$ cat src/rtl/ldpc_codeword_serializer.sv
// ldpc_codeword_serializer
// Captures one full QC-LDPC codeword (TOTAL_BLKS blocks of Z bits) in a single
// accepting cycle and streams it out LSB-first as W-bit words over a
// valid/ready/last interface. The final word is zero padded when W does not
// divide the codeword length. A new codeword may be accepted on the same edge
// as the last word of the previous one, giving gapless back-to-back frames.
// Optional build macro LDPC_SER_STATS_EN adds a completed-frame counter
// (frame_cnt) and a sticky wrap flag (ovf_sticky).
module ldpc_codeword_serializer #(
   parameter int Z          = 54,
   parameter int TOTAL_BLKS = 24,
   parameter int W          = 8
) (
   input  logic              clk,
   input  logic              rst,
   input  logic              cw_valid,
   output logic              cw_ready,
   input  logic [Z-1:0]      codeword [TOTAL_BLKS-1:0],
   output logic [W-1:0]      out_data,
   output logic              out_valid,
   input  logic              out_ready,
   output logic              out_last
`ifdef LDPC_SER_STATS_EN
   ,
   output logic [15:0]       frame_cnt,
   output logic [0:0]        ovf_sticky
`endif
);

   localparam int N         = Z * TOTAL_BLKS;
   localparam int NUM_WORDS = (N + W - 1) / W;
   localparam int PAD_W     = NUM_WORDS * W;
   localparam int CNT_W     = (NUM_WORDS > 1) ? $clog2(NUM_WORDS) : 1;
   localparam logic [CNT_W-1:0] LAST_IDX = CNT_W'(NUM_WORDS - 1);

   generate
      if (W < 1 || W > N) begin : g_bad_w
         $error("ldpc_codeword_serializer: W must satisfy 1 <= W <= Z*TOTAL_BLKS");
      end
   endgenerate

   typedef enum logic {IDLE, SEND} state_t;

   state_t           state;
   state_t           state_next;
   logic [CNT_W-1:0] cnt;
   logic [CNT_W-1:0] cnt_next;
   logic [N-1:0]     stream;
   logic [PAD_W-1:0] data_reg;
   logic             accept;

   // Flatten the block array into stream order: block 0 bit 0 lands at stream bit 0.
   always_comb begin
      stream = '0;
      for (int b = 0; b < TOTAL_BLKS; b++) begin
         stream[b*Z +: Z] = codeword[b];
      end
   end

   // Codeword capture; padding bits above N stay zero so the last word is zero filled.
   always_ff @(posedge clk) begin
      if (accept) begin
         data_reg <= PAD_W'(stream);
      end
   end

   // State and word counter register.
   always_ff @(posedge clk) begin
      if (rst) begin
         state <= IDLE;
         cnt   <= '0;
      end else begin
         state <= state_next;
         cnt   <= cnt_next;
      end
   end

   // Next-state, handshake and output decode; data is forced to zero outside SEND.
   always_comb begin
      state_next = state;
      cnt_next   = cnt;
      cw_ready   = 1'b0;
      out_valid  = 1'b0;
      out_last   = 1'b0;
      out_data   = '0;
      accept     = 1'b0;
      unique case (state)
         IDLE: begin
            cw_ready = 1'b1;
            if (cw_valid) begin
               accept     = 1'b1;
               state_next = SEND;
               cnt_next   = '0;
            end
         end
         SEND: begin
            out_valid = 1'b1;
            out_last  = (cnt == LAST_IDX);
            out_data  = data_reg[int'(cnt)*W +: W];
            if (out_ready) begin
               if (cnt != LAST_IDX) begin
                  cnt_next = cnt + 1'b1;
               end else begin
                  // Last word leaves this cycle: hand off straight to the next codeword if offered.
                  cw_ready = 1'b1;
                  cnt_next = '0;
                  if (cw_valid) begin
                     accept     = 1'b1;
                     state_next = SEND;
                  end else begin
                     state_next = IDLE;
                  end
               end
            end
         end
         default: begin
            state_next = IDLE;
         end
      endcase
   end

`ifdef LDPC_SER_STATS_EN
   // Completed-frame counter with a sticky flag recording any wrap past 16'hFFFF.
   always_ff @(posedge clk) begin
      if (rst) begin
         frame_cnt  <= '0;
         ovf_sticky <= '0;
      end else if (out_valid && out_ready && out_last) begin
         frame_cnt <= frame_cnt + 16'd1;
         if (frame_cnt == 16'hFFFF) begin
            ovf_sticky <= 1'b1;
         end
      end
   end
`endif

endmodule
$ cat config.mk
export PLATFORM = sky130hd
export DESIGN_NAME = ldpc_codeword_serializer
export DESIGN_NICKNAME = d
export VERILOG_FILES = /design/src/rtl/ldpc_codeword_serializer.sv
export SDC_FILE = /design/constraint.sdc
export NUM_CORES = 1
export LEC_CHECK = 0
export BUFFER_PORTS_ARGS = -buffer_cell sky130_fd_sc_hd__buf_4
export CORE_AREA = 2 2 517 519
export CTS_BUF_LIST = sky130_fd_sc_hd__clkbuf_8
export DETAILED_ROUTE_END_ITERATION = 10
export DIE_AREA = 0 0 519 521
export HOLD_SLACK_MARGIN = 0.05
export SLEW_MARGIN = 20
export SYNTH_ARGS = -nofsm -noshare
export SYNTH_HDL_FRONTEND = slang
export SYNTH_SLANG_ARGS = --single-unit
export TNS_END_PERCENT = 50
$ cat constraint.sdc
create_clock -name clk -period 106.2 [get_ports clk]
set_input_delay 15.93 -clock clk [delete_from_list [all_inputs] [get_ports clk]]
set_output_delay 15.93 -clock clk [all_outputs]
set_load 0.005 [all_outputs]
# Word-level counts from Yosys, hierarchy flattened
# Cells that the tools add are included.
# W data, S select, Z words.
# classes
reduce_logical	1
n_eq_ne	4
addsub	1
shift	1
bitwise	1
mux	17
# op_table
operator	n
$shiftx A1296 B12 Y8	1
$mux W8	4
$pmux W8 S2	1
$mux W1	9
$add A8 B1 Y8 const B	1
$eq A8 B8 Y1 const B	1
$ne A8 B8 Y1 const B	1
$pmux W1 S2	3
$ne A2 B2 Y1 const B	2
$reduce_and A2 Y1	1
$not A1 Y1	1
# word_totals
in_bits	1300
ff_bits	1305
word_cells	28
out_inout_bits	11

# Logic depth before layout (Yosys ltp)
# logic_depth
ltp_word	4
depth_mapped	13
mapped_depth_nobuf	7

# Worst setup path after synthesis
# Ideal clock, no wire load.
# synth_path
path_kind	in2reg
startpoint	in out_ready
endpoint	reg data_reg[0], enable pin
slack_ns	33.627
stages	2
setup_ns	2.996
arrival_ns	69.577
required_ns	103.204
path_buffers	0
path_cell_list	a21boi_0 nor2_1
# synth_between
elab_chain_len	2
# synth_rtl
item	line	source
start: declaration	21	input logic out_ready,
$mux W1	100	if (out_ready) begin
$pmux W1 S2	87	unique case (state)
net accept	50	logic accept;
end signal: assignment	63	data_reg <= PAD_W'(stream);
end: declaration	49	logic [PAD_W-1:0] data_reg;
# The timed path passes the listed nets, and every way through them passes these cells.
# A chain may end at the register's enable or synchronous reset.

# Worst setup path after layout
# layout_path
startpoint	in out_ready
endpoint	out cw_ready
# layout_between
elab_chain_len	2
# layout_rtl
item	line	source
$mux W1	100	
$pmux W1 S2	87	
end: declaration	17	output logic cw_ready,
# No other way between the ends.

==> qor.csv <==
metric;value;unit
outcome;finished clean;
ys_top_cells_by_area;edfxtp_1 77%, mux4_2 12%, mux2i_1 2.8%, mux4_1 0.83%, mux2_2 0.73%;
fin_util;26.1;%
critPathArrivalTime;16.86;ns
timing.final.crit_share;30.9;%
cp_cell_sequence;buf_4 > a21boi_0 > inv_1 > buf_4;
finalSetupViolCount;0;
die_h;521;µm
avgSynthCellArea;22.5;µm²
fin_skew;0.0621;ns
p_leak;0.0243;µW
viasPerCell;4.01;
route.detailed.drc;0;
htreeDepth;4;
ys_seq_elements;1305;
slew_headroom;27.3;%
grt_first_pass_wirelength;292000;µm
crit_family;buffers and inverters;
wire_per_inst;30.5;µm
die-width;519;µm
nFillCells;27000;
seq_area_frac_synth;77.2;%
antenna_found_initial;90;
hp-class;register to register;
syn_area;50600;µm²
hold_violations;0;
vias;30000;
postRouteAntennaNets;0;
required;90.27;ns
period_minus_slack;32.79;ns
dp_slack;73.42;ns
total_power;1170;µW
setup_slack;73.41;ns
cts.clk_slew.worst_paths;0.06;ns
fmax;30.5;MHz
worstSkewPairLatency;0.97;ns
finalSetupTns;0;ns
synth.most_common_cell;edfxtp_1;
cts_tree;built;
synth_commonest_cells;1296 x edfxtp_1, 262 x mux4_2, 141 x mux2i_1;
ys.flop_type;edfxtp_1;
cpPeakStageDelay;0.47;ns
cts_buffer_depth;4;
crit_buf_inv;3;
grt-ovfl-total;0;
cp_common_cell;buf_4;
ctsHoldBuffers;0;
syn2layout_area_growth;36.4;%
synth-edff-count;1296;
initial_core_util;19.1;%
globalplace.congestion;0.870;
dieArea;270000;µm²
dpl_cell_area;64500;µm²
synthArstFlopShare;0;%
io_buffers;1310;
endpoint_kind;output pin;
gr-usage-all-layers;16.2;%
std_cell_rows;189;
power_density;17.0;nW/µm²
cts_sinks;1305;
finalWirelength;228000;µm
dp_hpwl;178000;µm
slowest_stage;a21boi_0;
drv_cap;0;
ys_warn_count;0;
cp_max_fo;2;
syn_inst;2247;
root_buffer;clkbuf_8;
numCtsBuffers;232;
crit_type;input port to output pin;
core;264000;µm²
ios;1311;
nNetsFinal;5030;
slew_viol_final;0;
stdcell_area;69100;µm²
synthesis.nets;3549;
ir_worst_vdd;0.0125;mV
worstSetupStartpointType;input port;
drt-initial-drc-count;2507;
rsz0062_at_grt;no;
cts_resized;0;
yosysTopAreaCell;edfxtp_1;
largest_register_ff_count;1296;
grt_max_degree;164;
synth_top_area_share;76.9;%
drive_above_1_share;51.0;%
postCtsSetupBuffers;0;
first_pass_iters;5;
synth_cell_types;69;
grt_pass1_vias;31900;
worstMarginPinSlew;1.07;ns
logic make-up (layout without fill, tap and decap cells):
group,Yosys count,in the layout,share of synthesized area (%)
flip-flops,1305,1305,77.2
multiplexers,452,452,16.0
AO/OA/AOI/OAI,233,233,3.44
buffers and inverters,135,1799,2.04
AND/OR/NAND/NOR,120,120,1.22
adder cells (fa/ha/maj),2,2,0.0494
other,0,25,0
worst reg2reg max path, cell delays in order, from the launching register on:
cell      delay, ns
dfxtp_4        0.85
buf_12         0.46
ha_1           0.29
and3_1         0.32
a21boi_0       0.28
nor2_4         0.15
buf_4          0.48
buf_12         0.74
buf_4          0.88
buf_4          0.69
buf_4          0.73
buf_4          0.95
path summary, 6_finish.rpt:
check / start / end / slack (ns) / cells past startpoint
max reg2reg: cnt[0] / data_reg[1060] / 98.91 / 11
min: cnt[7] / cnt[7] / 0.54 / 1
max: out_ready / cw_ready / 73.41 / 4
min reg2reg: cnt[7] / cnt[7] / 0.54 / 1
area by class of cell:
cell class / count / area (µm²) / area share (%)
antenna: 25 / 62.6 / 0.0906
multi-input combinational: 807 / 10500 / 15.3
clock buffer: 237 / 3260 / 4.72
inverter: 8 / 37.5 / 0.0544
timing repair buffer: 1374 / 10400 / 15.0
tap: 3533 / 4420 / 6.40
clock inverter: 180 / 1230 / 1.78
sequential: 1305 / 39100 / 56.6
layer usage:
layer | share of wire, % | wire (µm) | GRT usage [%]
met1 | 37 | 85400 | 18.5
met2 | 52 | 118000 | 29.3
met3 | 8.3 | 18900 | 4.97
met4 | 2.2 | 5050 | 4.23
met5 | 0.096 | 218 | 0
stage by stage:
step | hold slack, ns | instances
after floorplan | 0.465 | 2247
after global placement | 0.519 | 7027
after detailed placement | 0.533 | 7027
after CTS | 0.543 | 7444
after global routing | 0.568 | 7454
final | 0.545 | 7469
placed cells by master (no fill, tap or decap), types with 8 or more instances in the layout:
cell type	netlist	layout
nand2_1	35	35
a311oi_1	11	11
clkbuf_8	1	237
a221oi_1	11	10
mux2i_1	141	141
clkinvlp_4	0	10
buf_4	32	1369
clkinv_1	0	58
o22ai_1	14	14
mux2_2	33	33
mux4_2	262	262
edfxtp_1	1296	1296
o22a_1	8	8
and2_1	26	26
bufinv_16	0	16
nor2_1	25	24
inv_1	7	70
a211oi_1	23	23
diode_2	0	25
o21ai_0	17	17
o221ai_1	39	39
a21oi_1	51	51
mux4_1	16	16
clkinv_2	0	22
power breakdown:
group	switching [µW]	internal, µW	total [µW]
registers	9.73	602	611
clock network	222	247	468
logic	46.0	49.0	95.0
total	277	897	1170
Power figures use the tool's default switching activity.
